$ cat src/rtl/neuron_cfg_serializer.sv
// Serialises a parallel neuron configuration frame MSB-first under load_mode,
// then waits for the neuron's params_ready acknowledge with a bounded timeout.
module neuron_cfg_serializer #(
  parameter int unsigned FRAME_W = 24,
  parameter int unsigned TIMEOUT = 16
) (
  input  logic               clk,
  input  logic               rst_n,
  input  logic               ena,
  input  logic               start,
  input  logic [FRAME_W-1:0] frame_in,
  input  logic               params_ready,
  output logic               load_mode,
  output logic               serial_data,
  output logic               busy,
  output logic               done,
  output logic               error
);

  localparam int unsigned CNT_W = (FRAME_W > 1) ? $clog2(FRAME_W) : 1;
  localparam logic [CNT_W-1:0] LAST_BIT  = CNT_W'(FRAME_W - 1);
  localparam logic [7:0]       LAST_WAIT = 8'(TIMEOUT - 1);

  typedef enum logic [1:0] {
    IDLE,
    SHIFT,
    WAIT_RDY
  } state_t;

  state_t             state;
  logic [FRAME_W-1:0] shreg;
  logic [CNT_W-1:0]   bit_cnt;
  logic [7:0]         to_cnt;

  // NOTE: non-blocking assignments throughout, so every register sees pre-edge values.
  always_ff @(posedge clk) begin
    if (!rst_n) begin
      state       <= IDLE;
      shreg       <= '0;
      bit_cnt     <= '0;
      to_cnt      <= '0;
      load_mode   <= 1'b0;
      serial_data <= 1'b0;
      busy        <= 1'b0;
      done        <= 1'b0;
      error       <= 1'b0;
    end else if (ena) begin
      case (state)
        IDLE: begin
          done  <= 1'b0;
          error <= 1'b0;
          if (start) begin
            // The MSB goes out in the first SHIFT cycle; shreg keeps the rest.
            shreg       <= frame_in;
            bit_cnt     <= '0;
            load_mode   <= 1'b1;
            serial_data <= frame_in[FRAME_W-1];
            busy        <= 1'b1;
            state       <= SHIFT;
          end
        end

        SHIFT: begin
          if (bit_cnt == LAST_BIT) begin
            load_mode   <= 1'b0;
            serial_data <= 1'b0;
            to_cnt      <= '0;
            state       <= WAIT_RDY;
          end else begin
            bit_cnt     <= bit_cnt + 1'b1;
            shreg       <= shreg << 1;
            serial_data <= shreg[FRAME_W-2];
          end
        end

        WAIT_RDY: begin
          // Acknowledge is tested first so it wins over a simultaneous timeout.
          if (params_ready) begin
            done  <= 1'b1;
            busy  <= 1'b0;
            state <= IDLE;
          end else if (to_cnt == LAST_WAIT) begin
            error <= 1'b1;
            busy  <= 1'b0;
            state <= IDLE;
          end else begin
            to_cnt <= to_cnt + 1'b1;
          end
        end

        default: begin
          load_mode   <= 1'b0;
          serial_data <= 1'b0;
          busy        <= 1'b0;
          state       <= IDLE;
        end
      endcase
    end
  end

endmodule

$ cat config.mk
export PLATFORM = sky130hd
export DESIGN_NAME = neuron_cfg_serializer
export DESIGN_NICKNAME = d
export VERILOG_FILES = /design/src/rtl/neuron_cfg_serializer.sv
export SDC_FILE = /design/constraint.sdc
export NUM_CORES = 1
export LEC_CHECK = 0
export CAP_MARGIN = 40
export CORE_AREA = 2 2 65 67
export DETAILED_ROUTE_END_ITERATION = 6
export DIE_AREA = 0 0 67 69
export PLACE_DENSITY = 0.76
export SETUP_SLACK_MARGIN = 0.1
export SYNTH_ARGS = -nofsm -noshare
export SYNTH_HDL_FRONTEND = slang
export SYNTH_SLANG_ARGS = --single-unit
$ cat constraint.sdc
create_clock -name clk -period 4.4 [get_ports clk]
set_input_delay 1.1 -clock clk [delete_from_list [all_inputs] [get_ports clk]]
set_output_delay 1.1 -clock clk [all_outputs]
set_load 0.005 [all_outputs]
==> run_results.csv, run 1 <==
group,metric,value,unit
sta,period_needed,2.87,ns
placement,dp_hpwl,3.01,mm
synthesis,avgSynthCellArea,8.01,sq um
clock_tree,h-tree-depth,2,
setup_path,reg2reg_from,"bit_cnt[0]",
sta,finalCritPeriodShare,0.652,
sta,rsz0062_at_grt,"false",
power,p_clk_frac,0.311,
placement,io_buffers,33,
power,p_seq_frac,0.541,
die,die_w,67,um
sta,setup_violations,0,
drt,routed_wl,4.48,mm
setup_path,rr_worst_depth,5,
synthesis,syn_nets,293,
clock_tree,cts.clk_slew.worst_paths,0.08,ns
setup_path,r2r_slack,2.22,ns
worst_hold_path,min-delay-path-class,"reg2reg",
synthesis,ys_seq_elements,43,
synthesis,synth-main-ff-cell,"dfxtp_1",
clock_tree,hold_buffers,0,
setup_path,arrival,3.07,ns
placement,place_inst,327,
drt,ant_nets,0,
clock_tree,cts_tree,"done",
worst_hold_path,hold_depth,2,
sta,hold_viol_final,0,
clock_tree,clock_path_buffers,2,
die,pin_count,34,
drt,drt_iter0_markers,102,
sta,worst_pin_slew,0.573,ns
drt,wire_per_inst,13.3,um
setup_path,crit_type,"in2reg",
drt,viasPerCell,5.73,
sta,slew_violations,0,
worst_hold_path,min-delay-start,"shreg[1]",
sta,maxSlewHeadroom,0.615,
sta,fmaxAchievable,349,MHz
finish,nNetsFinal,316,
setup_path,required,4.60,ns
setup_path,r2r_end,"to_cnt[7]",
finish,stdcell_count,336,
finish,antenna_cells,0,
die,start_util,0.536,
power,p_switching,207,uW
finish,area_growth,19.7,%
setup_path,critical_path.endpoint_type,"register",
global_routing,antenna_found_initial,0,
die,fp.dieH,69,um
setup_path,crit_family,"buffers and inverters",
clock_tree,post_cts_resized,0,
die,coreArea,3910,sq um
die,die_area,4620,sq um
setup_path,worstSetupStartpointType,"input pin",
global_routing,grt_max_degree,49,
synthesis,syn-cell-area,2100,sq um
sta,tns,0,ns
power,switching_share,0.264,
finish,drive_gt1_frac,0.0594,
global_routing,grt_usage,0.210,
power,p_comb_frac,0.148,
clock_tree,cts-buffers-inserted,5,
global_routing,overflow,0,
synthesis,ys_seq_area_frac,0.410,
run,maxCapViolations,0,
synthesis,ys_warn_count,0,
run_status,outcome,"completed",
setup_path,critPathBufInv,2,
synthesis,synth-async-reset-ratio,0,
placement,gp_congestion,0.840,
power,irDropWorstVdd,221,uV
synthesis,netlist_instances,262,
synthesis,synth_cell_type_count,42,
power,power.internal,578,uW
global_routing,grt_pass1_wl,7.74,mm
setup_path,critical_path.max_fanout,48,
setup_path,crit_chain,"clkdlybuf4s50_1 -> nand2b_1 -> a211oi_4 -> buf_4 -> nor2_1 -> a311oi_1",
setup_path,slowest_delay,0.76,ns
power,p_per_area,312,nW/um^2
drt,drt_pre_antenna_iters,4,
die,rows,23,
clock_tree,cts_setup_buffers,0,
global_routing,grt_pass1_vias,1780,
worst_hold_path,hold_path_end,"shreg[2]",
setup_path,crit_slowest_cell,"clkdlybuf4s50_1",
clock_tree,cts_root_buf,"clkbuf_8",
power,p_leak,0.887,nW
clock_tree,insertion_delay,0.29,ns
drt,vias,1924,
clock_tree,cts.sinks,43,
synthesis,synth_edf_count,0,
sta,clock_skew,0.00746,ns
drt,post-route-drc-count,0,
[cell families after synthesis]
group / share of synthesized area
mux: 0.00954
simple gates: 0.247
fa+ha+maj: 0.0119
xor+xnor: 0.00417
flops: 0.410
buf+inv: 0.0614
compound gates: 0.255
[power groups by stage]
stage	clock, mW	combinational (mW)	sequential [mW]
global route	0.269	0.132	0.428
detailed placement	0	0.115	0.433
global placement	0	0.112	0.433
floorplan	0	0.0726	0.429
CTS	0.252	0.115	0.424
finish	0.244	0.116	0.424
[routing by layer]
metal | up-vias | track usage | wire [um]
met3 | 4 | 0.0522 | 205
met4 | 0 | 0.0544 | 35
met2 | 48 | 0.349 | 2160
li1 | 982 | - | -
met1 | 890 | 0.267 | 2080
met5 | - | 0 | 0
[how the worst max path moves through the flow]
stage | start | end | depth (start not counted)
final | ena | shreg[21] | 6
after global routing | ena | shreg[8] | 6
after global placement | ena | shreg[13] | 6
after floorplan | ena | to_cnt[4] | 5
after CTS | ena | shreg[21] | 6
after detailed placement | ena | shreg[8] | 6
[sequential cells by signal (all words and copies together) (netlist names)]
register	flops
load_mode	1
shreg	23
to_cnt	8
bit_cnt	5
busy	1
serial_data	1
done	1
error	1
state	2
[Yosys cell counts, types with 2 or more instances]
| cell type | instances | area [sq um] |
|---|---|---|
| dfxtp_1 | 43 | 861 |
| a2111o_1 | 3 | 33.8 |
| inv_1 | 6 | 22.5 |
| ha_1 | 2 | 25.0 |
| a31oi_1 | 2 | 12.5 |
| nand3b_1 | 2 | 15.0 |
| nor2_1 | 33 | 124 |
| a21oi_1 | 12 | 60.1 |
| a311oi_1 | 22 | 193 |
| mux2i_1 | 2 | 20.0 |
| o21ai_0 | 7 | 35.0 |
| o21ai_1 | 4 | 20.0 |
| buf_2 | 7 | 35.0 |
| o2111ai_1 | 4 | 35.0 |
| nand3_1 | 10 | 50.1 |
| a211oi_2 | 2 | 25.0 |
| nand2b_1 | 5 | 31.3 |
| buf_6 | 2 | 22.5 |
| o31ai_1 | 2 | 15.0 |
| a21o_1 | 2 | 15.0 |
| clkbuf_1 | 11 | 41.3 |
| nand2_1 | 59 | 221 |
[worst min-delay path, stage by stage, from the launching register on]
cell      delay, ns
dfxtp_1        0.31
nand2_1        0.05
a311oi_1       0.07
[metrics by stage]
stage	area (sq um)	hold slack, ns	power, mW	setup slack (ns)	util
2_1_floorplan	2100	0.443	0.501	2.14	-
3_3_place_gp	2410	0.456	0.544	1.35	0.617
3_5_place_dp	2410	0.465	0.548	1.26	0.617
4_1_cts	2500	0.476	0.791	1.54	0.639
5_1_grt	2510	0.491	0.829	1.37	0.642
6_report	2510	0.473	0.784	1.53	0.642
[cell type report]
class | count | area [sq um]
Clock buffer | 6 | 72.6
Clock inverter | 2 | 12.5
Fill cell | 383 | 1400
Inverter | 6 | 22.5
Multi-Input combinational cell | 192 | 1120
Sequential cell | 43 | 861
Tap cell | 50 | 62.6
Timing Repair Buffer | 37 | 364
[placed cells by master, fill, tap and decap left out, drive strengths merged, types with 2 or more instances in the layout]
master	instances
nand2	59
dfxtp	43
nor2	33
clkdlybuf4s50	33
a311oi	22
a21oi	12
o21ai	11
nand3	10
inv	6
clkbuf	6
nand2b	5
o2111ai	5
buf	4
a2111o	3
nand3b	2
o31ai	2
a31oi	2
mux2i	2
a21o	2
ha	2
a211oi	2
or4	2
Power figures use the tool's default switching activity.
==> run 2: changes to the inputs <==
CORE_AREA = 2 2 66 68   (was 2 2 65 67)
DIE_AREA = 0 0 68 70   (was 0 0 67 69)
PLACE_DENSITY = 0.74   (was 0.76)
clock period = 2.85 ns   (was 4.4 ns; I/O delays follow)
==> run 2 against run 1 <==
Final cell count increased by 1.8%. Register-to-register slack lost 1.4 ns. Via count is 1.1% lower. Sequential cell count unchanged. Sequential power up 54%. Total power grew 56%. Critical endpoint is now to_cnt[3]. Largest cell class unchanged.
==> run_results.csv, run 2 (synthesis gave the netlist of run 1 again) <==
group,metric,value,unit
global_routing,overflow,0,
setup_path,rr_worst_depth,6,
die,rows,24,
placement,dp_hpwl,3.09,mm
finish,final_common_cell,"nand2_1",
finish,largest_register,"shreg",
die,die_w,68,um
finish,stdcell_count,342,
clock_tree,h-tree-depth,2,
setup_path,worst-path-stages,5,
clock_tree,cts.sinks,43,
die,pin_count,34,
clock_tree,insertion_delay,0.30,ns
clock_tree,hold_buffers,0,
setup_path,crit_chain,"clkdlybuf4s50_1 -> nand3_1 -> buf_4 -> a2111o_1 -> o21ai_1",
drt,ant_nets,0,
sta,whs,0.469,ns
worst_hold_path,hold_depth,2,
sta,slew_violations,0,
sta,clock_skew,0.00553,ns
setup_path,critical_path.endpoint_type,"register",
sta,fmaxAchievable,445,MHz
setup_path,arrival,2.48,ns
clock_tree,cts-buffers-inserted,5,
drt,post-route-drc-count,0,
global_routing,grt_pass1_vias,1762,
finish,n_fill_cell,380,
global_routing,grt_pass1_wl,7.47,mm
sta,setup_violations,0,
finish,antenna_cells,0,
drt,wire_per_inst,12.6,um
finish,final_cell_mix,"nand2_1 (59), dfxtp_1 (43), nor2_1 (33), clkdlybuf4s50_1 (33), a311oi_1 (22)",
setup_path,crit_type,"in2reg",
drt,routed_wl,4.30,mm
drt,drt_iter0_markers,126,
global_routing,antenna_found_initial,0,
clock_tree,cts_setup_buffers,0,
sta,maxSlewHeadroom,0.657,
clock_tree,cts.clk_slew.worst_paths,0.09,ns
die,fp.dieH,70,um
placement,dp_slack,0.286,ns
power,irDropWorstVdd,344,uV
clock_tree,post_cts_resized,0,
finish,biggestRegsByFlops,"shreg x23, to_cnt x8, bit_cnt x5",
placement,placed_area,2470,sq um
finish,drive_gt1_frac,0.0759,
setup_path,crit_family,"buffers and inverters",
drt,vias,1902,
global_routing,grt_usage,0.198,
finish,area_growth,21.8,%
drt,viasPerCell,5.56,
sta,rsz0062_at_grt,"false",
placement,io_buffers,33,
finish,final_cell_area,2560,sq um
setup_path,crit_slowest_cell,"clkdlybuf4s50_1",
power,p_per_area,480,nW/um^2
placement,gp_congestion,0.844,
sta,tns,0,ns
die,start_util,0.506,
sta,period_needed,2.24,ns
clock_tree,cts_tree,"done",
setup_path,required,3.08,ns
die,die_area,4760,sq um
clock_tree,cts_root_buf,"clkbuf_8",
run_status,outcome,"completed",
setup_path,worstSetupStartpoint,"ena",
run,maxCapViolations,0,
setup_path,reg2reg_from,"bit_cnt[0]",
drt,drt_pre_antenna_iters,4,
setup_path,worstSetupStartpointType,"input pin",
setup_path,critical_path.max_fanout,11,
finish,largest_register_ffs,23,
setup_path,critPathBufInv,2,
global_routing,grt_max_degree,49,
sta,hold_viol_final,0,
sta,worst_slack,0.605,ns
worst_hold_path,min-delay-path-class,"reg2reg",
sta,worst_pin_slew,0.512,ns
die,coreArea,4140,sq um
sta,finalCritPeriodShare,0.788,
setup_path,slowest_delay,0.71,ns
worst_hold_path,min-delay-start,"done",
power,p_leak,0.907,nW
placement,place_inst,334,
finish,nNetsFinal,320,
clock_tree,clock_path_buffers,2,
-- run 2: changes by cell type in the layout (fill, tap and decap cells not counted) --
| cell | before | now |
|---|---|---|
| buf_4 | 3 | 7 |
| buf_12 | 0 | 1 |
| buf_6 | 1 | 0 |
| clkbuf_1 | 1 | 0 |
| clkinvlp_4 | 1 | 2 |
-- run 2: final timing paths --
path / endpoint / slack (ns)
max: to_cnt[3] / 0.61
min: done / 0.47
max reg2reg: to_cnt[3] / 0.79
min reg2reg: done / 0.47
-- run 2: tightest hold or removal path, cell delays in order, from the launching register on --
cell,delay [ns]
dfxtp_1,0.33
a31oi_1,0.04
nor2_1,0.07
-- run 2: final cells by class --
| type | instances | area (sq um) | area share |
|---|---|---|---|
| clock buffer | 5 | 68.8 | 0.0269 |
| clock inverter | 3 | 20.0 | 0.00783 |
| inverter | 6 | 22.5 | 0.00881 |
| multi-input combinational | 192 | 1120 | 0.437 |
| sequential | 43 | 861 | 0.337 |
| tap | 52 | 65.1 | 0.0255 |
| timing repair buffer | 41 | 403 | 0.158 |
-- run 2: power by group --
group / internal (mW) / switching [mW] / leakage (nW) / total, mW
Sequential: 0.634 / 0.0213 / 0.352 / 0.655
Combinational: 0.0901 / 0.0911 / 0.514 / 0.181
Clock: 0.171 / 0.219 / 0.0402 / 0.390
Total: 0.895 / 0.332 / 0.907 / 1.23
-- run 2: stage by stage --
stage,total power [mW],utilization
2_1_floorplan,0.774,-
3_3_place_gp,0.849,0.595
3_5_place_dp,0.852,0.595
4_1_cts,1.24,0.617
5_1_grt,1.29,0.617
6_report,1.23,0.617
-- run 2: routing by layer --
metal / GRT usage / up-vias / routed length, um / share of wire
li1: - / 991 / - / -
met1: 0.261 / 882 / 2050 / 0.48
met2: 0.314 / 27 / 2080 / 0.48
met3: 0.0564 / 2 / 139 / 0.032
met4: 0.0556 / 0 / 25 / 0.0058
met5: 0 / - / 0 / 0
